## config.mk

```make
export PLATFORM = sky130hd
export DESIGN_NAME = skip_addsub_pipe
export DESIGN_NICKNAME = d
export VERILOG_FILES = /design/src/rtl/skip_addsub_pipe.sv
export SDC_FILE = /design/constraint.sdc
export NUM_CORES = 1
export LEC_CHECK = 0
export CAP_MARGIN = 20
export CORE_MARGIN = 2
export CORE_UTILIZATION = 50
export DETAILED_ROUTE_END_ITERATION = 8
export PLACE_DENSITY_LB_ADDON = 0.2
export SLEW_MARGIN = 10
export SYNTH_ARGS = -nofsm -noshare
export SYNTH_HDL_FRONTEND = slang
export SYNTH_SLANG_ARGS = --single-unit
```

## constraint.sdc

```tcl
create_clock -name clk -period 21.7 [get_ports clk]
set_input_delay 4.34 -clock clk [delete_from_list [all_inputs] [get_ports clk]]
set_output_delay 4.34 -clock clk [all_outputs]
set_load 0.01 [all_outputs]
```

## src/rtl/skip_addsub_pipe.sv

```systemverilog
// Pipelined carry-skip adder/subtractor with valid/ready handshake.
// Each of STAGES register stages resolves WIDTH/STAGES bits using BLOCK-bit
// ripple groups with a skip mux. The remaining upper operand bits and the
// operand sign bits travel alongside the partial sum. A single global stall
// freezes every stage while the output is held by the consumer.
module skip_addsub_pipe #(
    parameter int WIDTH  = 32,
    parameter int BLOCK  = 4,
    parameter int STAGES = 2
) (
    input  logic             clk,
    input  logic             rst_n,
    input  logic             in_valid,
    output logic             in_ready,
    input  logic [WIDTH-1:0] a,
    input  logic [WIDTH-1:0] b,
    input  logic             ci,
    input  logic             sub,
    output logic             out_valid,
    input  logic             out_ready,
    output logic [WIDTH-1:0] s,
    output logic             co,
    output logic             ovf,
    output logic             zero
);

    // Bits resolved per stage
    localparam int SW = WIDTH / STAGES;

    logic [WIDTH-1:0] b_eff;
    logic             cin_eff;
    logic             stall;

    // Carry-skip add of one stage slice; returns {carry_out, sum}
    function automatic logic [SW:0] skip_add(input logic [SW-1:0] x, input logic [SW-1:0] y,
                                             input logic cin);
        logic [SW-1:0] sum;
        logic          c;
        logic          rc;
        logic          p;
        sum = '0;
        c   = cin;
        for (int g = 0; g < SW / BLOCK; g++) begin
            rc = c;
            p  = 1'b1;
            for (int i = 0; i < BLOCK; i++) begin
                sum[g*BLOCK+i] = x[g*BLOCK+i] ^ y[g*BLOCK+i] ^ rc;
                rc = (x[g*BLOCK+i] & y[g*BLOCK+i]) | (rc & (x[g*BLOCK+i] ^ y[g*BLOCK+i]));
                p  = p & (x[g*BLOCK+i] ^ y[g*BLOCK+i]);
            end
            // All bits propagate: the group carry-in skips straight through
            c = p ? c : rc;
        end
        return {c, sum};
    endfunction

    // Subtract is A + ~B + ~ci, so borrow-in maps to an inverted carry-in
    always_comb begin
        b_eff   = sub ? ~b : b;
        cin_eff = sub ? ~ci : ci;
    end

    for (genvar k = 0; k < STAGES; k++) begin : g_st
        localparam int Rem = WIDTH - k * SW;  // operand bits still unresolved
        localparam int Lo  = (k + 1) * SW;    // sum bits known after this stage

        logic [Rem-1:0] a_in;
        logic [Rem-1:0] b_in;
        logic           c_in;
        logic           v_in;
        logic           sa_in;
        logic           sb_in;
        logic [SW:0]    r;
        logic [Lo-1:0]  s_nx;
        logic [Lo-1:0]  s_q;
        logic           c_q;
        logic           v_q;

        assign r = skip_add(a_in[SW-1:0], b_in[SW-1:0], c_in);

        if (k == 0) begin : g_head
            assign a_in  = a;
            assign b_in  = b_eff;
            assign c_in  = cin_eff;
            assign v_in  = in_valid;
            assign sa_in = a[WIDTH-1];
            assign sb_in = b_eff[WIDTH-1];
            assign s_nx  = r[SW-1:0];
        end else begin : g_chain
            assign a_in  = g_st[k-1].g_fwd.a_q;
            assign b_in  = g_st[k-1].g_fwd.b_q;
            assign c_in  = g_st[k-1].c_q;
            assign v_in  = g_st[k-1].v_q;
            assign sa_in = g_st[k-1].g_fwd.sa_q;
            assign sb_in = g_st[k-1].g_fwd.sb_q;
            assign s_nx  = {r[SW-1:0], g_st[k-1].s_q};
        end

        // Stage result register: partial sum, carry and valid
        always_ff @(posedge clk) begin
            if (!rst_n) begin
                s_q <= '0;
                c_q <= 1'b0;
                v_q <= 1'b0;
            end else if (!stall) begin
                s_q <= s_nx;
                c_q <= r[SW];
                v_q <= v_in;
            end
        end

        if (k < STAGES - 1) begin : g_fwd
            logic [Rem-SW-1:0] a_q;
            logic [Rem-SW-1:0] b_q;
            logic              sa_q;
            logic              sb_q;

            // Forward unresolved operand bits and sign bits to the next stage
            always_ff @(posedge clk) begin
                if (!rst_n) begin
                    a_q  <= '0;
                    b_q  <= '0;
                    sa_q <= 1'b0;
                    sb_q <= 1'b0;
                end else if (!stall) begin
                    a_q  <= a_in[Rem-1:SW];
                    b_q  <= b_in[Rem-1:SW];
                    sa_q <= sa_in;
                    sb_q <= sb_in;
                end
            end
        end else begin : g_last
            logic ovf_q;
            logic zero_q;

            // Flags from the completed sum, registered alongside it
            always_ff @(posedge clk) begin
                if (!rst_n) begin
                    ovf_q  <= 1'b0;
                    zero_q <= 1'b0;
                end else if (!stall) begin
                    ovf_q  <= (sa_in == sb_in) && (s_nx[WIDTH-1] != sa_in);
                    zero_q <= ~|s_nx;
                end
            end
        end
    end

    // Global stall: the whole pipe freezes while the output is refused
    always_comb begin
        out_valid = g_st[STAGES-1].v_q;
        stall     = out_valid && !out_ready;
        in_ready  = !stall;
        s         = g_st[STAGES-1].s_q;
        co        = g_st[STAGES-1].c_q;
        ovf       = g_st[STAGES-1].g_last.ovf_q;
        zero      = g_st[STAGES-1].g_last.zero_q;
    end

endmodule

```

Word-level counts from Yosys, hierarchy flattened. Index checks and enable logic that the tools add are counted.

Register bits: 88. Output and inout port bits: 37.

Bitwise operators: 186. Reduce and logical (&&, ||, !) cells: 6. Eq/ne operators: 2. Mux-type cells: 10.

Operators with widths (count): 1-bit AND (88); 1-bit bitwise XOR (64); 32-bit two-way mux (1); 32-bit inverter (1); 1-bit bitwise OR (32); 32-bit OR reduction (1); 1-bit two-way mux (9); 1-bit zero test (3); 1-bit logical AND (2); 1-bit equality test (1); 1-bit != test (1); 1-bit inverter (1).

Logic depth before layout (Yosys ltp). Gate-level depths: netlist (run 1).

Depth after elaboration: 39. Gate-level depth with buffers: 29.

Worst setup path before layout (run 1). No wires, ideal clock.

Path type: input to register. Start point: input port sub. End point: register g_st[0].s_q[15]. Setup time: 116 ps. Stages on the path: 29. Path slack: 9538 ps. Data required time: 21584 ps. Buffers on the path: 2. Arrival: 12045 ps. Path through: buf_4 > buf_2 > xor2_1 > inv_1 > fa_1 > fa_1 > fa_1 > fa_1 > mux2_2 > fa_1 > fa_1 > fa_1 > fa_1 > nor2b_1 > nor2_1 > fa_1 > fa_1 > fa_1 > inv_1 > fa_1 > mux2_2 > a21oi_2 > fa_1 > fa_1 > fa_1 > inv_1 > fa_1 > nand2_1 > a21boi_1.

Word-level cells in the longest chain between the ends: 36. Elaborated cells between the ends (all ways): 76.

Ends and longest elaborated chain: start: declaration (RTL line 18) `input logic sub,`; 32-bit two-way mux (RTL line 59) `b_eff = sub ? ~b : b;`; 1-bit bitwise XOR (RTL line 48, 49); 1-bit AND (RTL line 48) `rc = (x[g*BLOCK+i] & y[g*BLOCK+i]) | (rc & (x[g*BLOCK+i] ^ y[g*BLOCK+i]));`; 1-bit bitwise OR (RTL line 48); 1-bit AND (RTL line 48); 1-bit bitwise OR (RTL line 48); 1-bit AND (RTL line 48); 1-bit bitwise OR (RTL line 48); [... 21 more ...]; 1-bit AND (RTL line 48); 1-bit bitwise OR (RTL line 48); 1-bit AND (RTL line 48); 1-bit bitwise OR (RTL line 48); 1-bit AND (RTL line 48); 1-bit bitwise OR (RTL line 48); 1-bit bitwise XOR * (RTL line 47) `sum[g*BLOCK+i] = x[g*BLOCK+i] ^ y[g*BLOCK+i] ^ rc;`; via g_st[0].r[15] (RTL line 73) `logic [SW:0] r;`; end signal: assignment (RTL line 106) `s_q <= s_nx;`; end: declaration (RTL line 75) `logic [Lo-1:0] s_q;`.

The timed path passes the listed nets; every way through them passes the cells marked *. A chain may end at the register's enable or synchronous reset.

Worst setup path in the final report (run 1). Ends and elaborated chain as after synthesis.

==> metrics.txt, run 1 <==
status completed; DRT Wirelength 10100 um; top cell type's share of synthesized area 35.7%; TritonCTS Buffers 9; synth top area cells dfxtp_1 (36%), fa_1 (13%), nand2_1 (10%); first-pass GRT wire length 16700 um; Die X 102 um; # rows 35; top-count cell post-synth nand2_1; hold_ws 0.449 ns; Synth Area per Inst 9.53 um^2; leakage 0.00289 uW; worst-path maximum fanout 33; Yosys top cell by area dfxtp_1; number of synthesized register bits 86; drt wl/cell 13.8 um; worst r2r dst ovf$_SDFFE_PN0N_; Clock Sinks 86; Die Area 10400 um^2; Seq/Total Area, Yosys 35.7%; Clock Latency Late Sink 0.34 ns; Finish-stage setup viols 0; DR pass1 iterations 4; met2 Use GR 33.6%; GPL Wtd Cong 0.866; total global routing overflow 0; FILL cells 769; Synth Cell Area 4820 um^2; WHS Path Cells 2; Die Y 102 um; Slew Viols, Final 0; Ys Warns 0; n_diodes 0; Non-Filler Instances 729; crit path launch type primary input; Post-CTS Setup Repair Bufs 0; fin util 66.7%; Tcrit/Tclk final 57.5%; DRT antenna net count 0; Worst Path Arrival 12.72 ns; post-CTS sizing 0; M3 GR Usage 2.94%; R2R cell count 25; Initial Util 51.9%; Vias 3623; worst min path class reg2reg; GRT busiest layer met2; kind of critical path in2reg; cells after synthesis 506; Root Driver clkbuf_8; Critical Path RT 21.94 ns; DR iter-0 viols 210; Final Hold Viols 0; maxcap violations 0; fin crit period 12.49 ns; Clock Path Buffers 2; detailed placement HPWL 7370 um; Worst-Margin Slew 0.956 ns; Total Routing Usage GR 20.3%; # hold bufs at CTS 0; layout cells sized above 1 4.83%; DRC 0; crit end category flip-flop; Placed Instance Area 5930 um^2; RSZ-0062 raised after global routing false; Max Freq 0.0801 GHz; share of flip-flops with an asynchronous set or reset 0%; Layout Skew 0.00824 ns; crit path from sub; largest net degree at the start of global routing 119; Post-synth EDFFs 0; area grow syn2layout 28.5%; DP Cell Count 713; Ports 107; I/O Buffers 106; CP endpoint g_st[0].s_q[15]$_SDFFE_PN0N_; initial antenna violation count 0; commonest cells in the netlist nand2_1 (132), dfxtp_1 (86), a21boi_1 (48); reg-to-reg critical path startpoint g_st[0].c_q$_SDFFE_PN0N_; core area 9280 um^2; setup total negative slack 0 ns; post-synthesis cell type count 32; H-tree levels 3; vias per cell 4.97; ys flop type dfxtp_1; vias in the first global route 3585; FF-to-FF setup slack 13.60 ns; maximum VDD drop 0.0000355 V; M1 GR Usage 26.9%; Final nets 730; Worst-path clk slew 0.08 ns; slew margin rel. 36.3%; Syn Nets 640; final instance area 6190 um^2; power per standard cell area 70.3 nW/um^2; CTS tree yes
==> power by group <==
part | leakage (uW) | internal [uW] | switching, uW
clock network | 0.000119 | 78.9 | 54.4
logic | 0.00206 | 59.8 | 51.4
registers | 0.000713 | 176 | 14.6
total | 0.00289 | 315 | 120
==> final cells by class <==
class | count | area, um^2 | area share (%)
Inverter | 37 | 140 | 2.26
Timing Repair Buffer | 110 | 1100 | 17.8
Multi-Input combinational cell | 352 | 2830 | 45.7
Tap cell | 129 | 161 | 2.61
Clock buffer | 11 | 141 | 2.28
Clock inverter | 4 | 95.1 | 1.54
Sequential cell | 86 | 1720 | 27.8
==> flip-flops by register name, summed over array words and instances (netlist names) <==
signal,count
g_st.g_fwd.b_q,16
g_st.c_q,1
s,32
ovf,1
out_valid,1
zero,1
co,1
g_st.v_q,1
g_st.s_q,16
g_st.g_fwd.a_q,16
==> metal layers <==
| layer | up-vias | wire (um) | part of all wire [%] |
|---|---|---|---|
| met1 | 1715 | 4690 | 47 |
| met2 | 86 | 4850 | 48 |
| li1 | 1811 | - | - |
| met4 | 0 | 125 | 1.2 |
| met3 | 11 | 385 | 3.8 |
| met5 | - | 0 | 0 |
==> cells by family after synthesis <==
logic type,share of synthesized area (%)
xor gates and xnor gates,6.18
AOI/OAI and AO/OA,15.5
buffers and inverters,5.68
muxes,1.40
DFF,35.7
adders and majority gates,21.6
and+or+nand+nor,13.9
==> worst min path at each step <==
stage	from	end	slack, ns
2_1_floorplan	g_st[0].v_q$_SDFFE_PN0N_	g_st[0].v_q$_SDFFE_PN0N_	0.43
6_report	s[1]$_SDFFE_PN0N_	s[1]$_SDFFE_PN0N_	0.45
3_3_place_gp	s[21]$_SDFFE_PN0N_	s[21]$_SDFFE_PN0N_	0.44
3_5_place_dp	s[1]$_SDFFE_PN0N_	s[1]$_SDFFE_PN0N_	0.44
5_1_grt	s[13]$_SDFFE_PN0N_	s[13]$_SDFFE_PN0N_	0.47
4_1_cts	s[1]$_SDFFE_PN0N_	s[1]$_SDFFE_PN0N_	0.45
==> placed cells by master, fill, tap and decap left out, drive strengths merged <==
master | netlist | final
a21boi | 49 | 49
nor2b | 4 | 4
nor4 | 8 | 8
clkbuf | 18 | 11
mux2 | 4 | 4
fa | 32 | 32
a21oi | 3 | 3
o21ai | 1 | 1
nand2 | 132 | 132
and4 | 2 | 2
clkinv | 0 | 2
buf | 13 | 6
a31oi | 1 | 1
nor2 | 3 | 3
xor2 | 17 | 17
inv | 37 | 36
mux2i | 1 | 1
nand4 | 8 | 8
a311oi | 1 | 1
clkdlybuf4s50 | 0 | 104
and4b | 1 | 1
xnor2 | 17 | 17
nor3 | 2 | 2
bufinv | 0 | 3
o31ai | 1 | 1
o21a | 1 | 1
dfxtp | 86 | 86
ha | 32 | 32
o211a | 32 | 32
==> critical path, cell delays in order <==
cell	delay [ns]
buf_2	0.72
xor2_1	0.25
inv_1	0.08
fa_1	0.42
fa_1	0.43
fa_1	0.42
fa_1	0.39
mux2_2	0.32
fa_1	0.39
fa_1	0.42
fa_1	0.43
fa_1	0.40
nor2b_1	0.15
nor2_1	0.08
fa_1	0.39
fa_1	0.42
fa_1	0.40
inv_1	0.08
fa_1	0.17
mux2_2	0.15
a21oi_2	0.05
fa_1	0.42
fa_1	0.42
fa_1	0.36
inv_1	0.07
fa_1	0.40
nand2_1	0.07
a21boi_1	0.06
==> metrics by stage <==
step	setup slack (ns)	total power (uW)
finish	9.21	436
global route	8.84	462
CTS	9.14	440
detailed placement	8.77	306
global placement	8.94	303
floorplan	9.54	257
No activity file was read; power rests on OpenSTA's default activity.
==> run 2: changes to the inputs <==
Clock period 21.7 ns to 11.8 ns, I/O delays scaled along.
==> metrics.txt, run 2 (same netlist as run 1, synthesis figures left out) <==
detailed placement HPWL 7610 um; Reg area 1720 um^2; worst-path maximum fanout 19; kind of critical path in2reg; DRT antenna net count 0; Clock Sinks 86; H-tree levels 3; Slew Viols, Final 0; final instance area 6170 um^2; Max Freq 0.0971 GHz; fin util 66.5%; # hold bufs at CTS 0; maximum VDD drop 0.0000536 V; FF-to-FF setup slack 3.70 ns; area grow syn2layout 27.9%; Worst Path Arrival 10.55 ns; Non-Filler Instances 730; Vias 3656; drt wl/cell 14.2 um; DRC 0; Clock Latency Late Sink 0.36 ns; post-CTS sizing 0; Worst-path clk slew 0.08 ns; worst min path class reg2reg; n_diodes 0; total global routing overflow 0; DR pass1 iterations 6; Layout Skew 0.0102 ns; crit end category flip-flop; DR iter-0 viols 147; Total Routing Usage GR 20.7%; Critical Path RT 12.05 ns; Die Area 10400 um^2; core area 9280 um^2; initial antenna violation count 0; DP Cell Count 714; maxcap violations 0; power per standard cell area 126 nW/um^2; vias in the first global route 3543; GPL Wtd Cong 0.835; number of flip-flops in the largest register 32; Die X 102 um; Placed Instance Area 5940 um^2; layout cells sized above 1 4.83%; TritonCTS Buffers 9; largest net degree at the start of global routing 119; Worst-Margin Slew 0.781 ns; commonest non-fill, non-tap cells in the layout nand2_1 (132), clkdlybuf4s50_1 (104), dfxtp_1 (86), a21boi_1 (48), inv_1 (36); status completed; FILL cells 791; Clock Path Buffers 2; RSZ-0062 raised after global routing false; Post-CTS Setup Repair Bufs 0; Initial Util 51.9%; DRT Wirelength 10400 um; most common cell after layout, fill and taps aside nand2_1; Die Y 102 um; Post-Place Worst Slack 1.06 ns; Ports 107; Tcrit/Tclk final 87.2%; Finish-stage setup viols 0; Root Driver clkbuf_8; # rows 35; first-pass GRT wire length 16600 um; vias per cell 5.01; leakage 0.00288 uW; slew margin rel. 47.9%; I/O Buffers 106; setup total negative slack 0 ns; Final nets 731; min setup slack post-route 1.51 ns; fin crit period 10.29 ns; multi-input logic area 2830 um^2; CTS tree yes; crit path launch type primary input; Final Hold Viols 0
==> run 2: area by class of cell <==
class | count | area share [%]
sequential | 86 | 27.9
timing repair buffer | 111 | 18.0
multi-input combinational | 352 | 45.9
tap | 129 | 2.62
inverter | 37 | 2.27
clock inverter | 4 | 1.18
clock buffer | 11 | 2.13
==> run 2: per-stage QoR <==
| step | total power [uW] | hold WS [ns] |
|---|---|---|
| 6_report | 776 | 0.450 |
| 5_1_grt | 824 | 0.480 |
| 4_1_cts | 781 | 0.454 |
| 3_5_place_dp | 563 | 0.442 |
| 3_3_place_gp | 557 | 0.438 |
| 2_1_floorplan | 472 | 0.431 |
==> run 2: power by group <==
part           leakage [uW]  total (uW)  internal, uW  switching, uW
registers          0.000713         352           324           27.4
logic               0.00207         205           110           94.7
clock network     0.0000994         220           118            102
total               0.00288         776           552            224
==> run 2: path summary, 6_finish.rpt <==
kind,cells past startpoint,start,end
worst min-delay path,2,s[1]$_SDFFE_PN0N_,s[1]$_SDFFE_PN0N_
worst max register to register,25,g_st[0].c_q$_SDFFE_PN0N_,ovf$_SDFFE_PN0N_
worst max-delay path,28,sub,g_st[0].s_q[15]$_SDFFE_PN0N_
worst min register to register,2,s[1]$_SDFFE_PN0N_,s[1]$_SDFFE_PN0N_
==> run 2: per-layer routing <==
| metal | routed length [um] | up-vias | global-route usage [%] |
|---|---|---|---|
| met3 | 643 | 14 | 5.27 |
| met5 | 0 | - | 0 |
| met2 | 4910 | 105 | 34.0 |
| met4 | 128 | 0 | 5.95 |
| li1 | - | 1824 | - |
| met1 | 4680 | 1713 | 27.3 |
==> run 2: critical path, cell delays in order <==
cell and delay [ns]:
buf_2 0.44, xor2_1 0.24, inv_1 0.08, fa_1 0.42, fa_1 0.45, fa_1 0.43
fa_1 0.38, mux2_2 0.32, fa_1 0.40, fa_1 0.42, fa_1 0.43, fa_1 0.40
nor2b_1 0.16, nor2_1 0.08, fa_1 0.39, fa_1 0.42, fa_1 0.40, inv_1 0.09
fa_1 0.17, mux2_2 0.15, a21oi_2 0.05, fa_1 0.42, fa_1 0.43, fa_1 0.36
inv_1 0.07, fa_1 0.41, nand2_1 0.07, a21boi_1 0.07
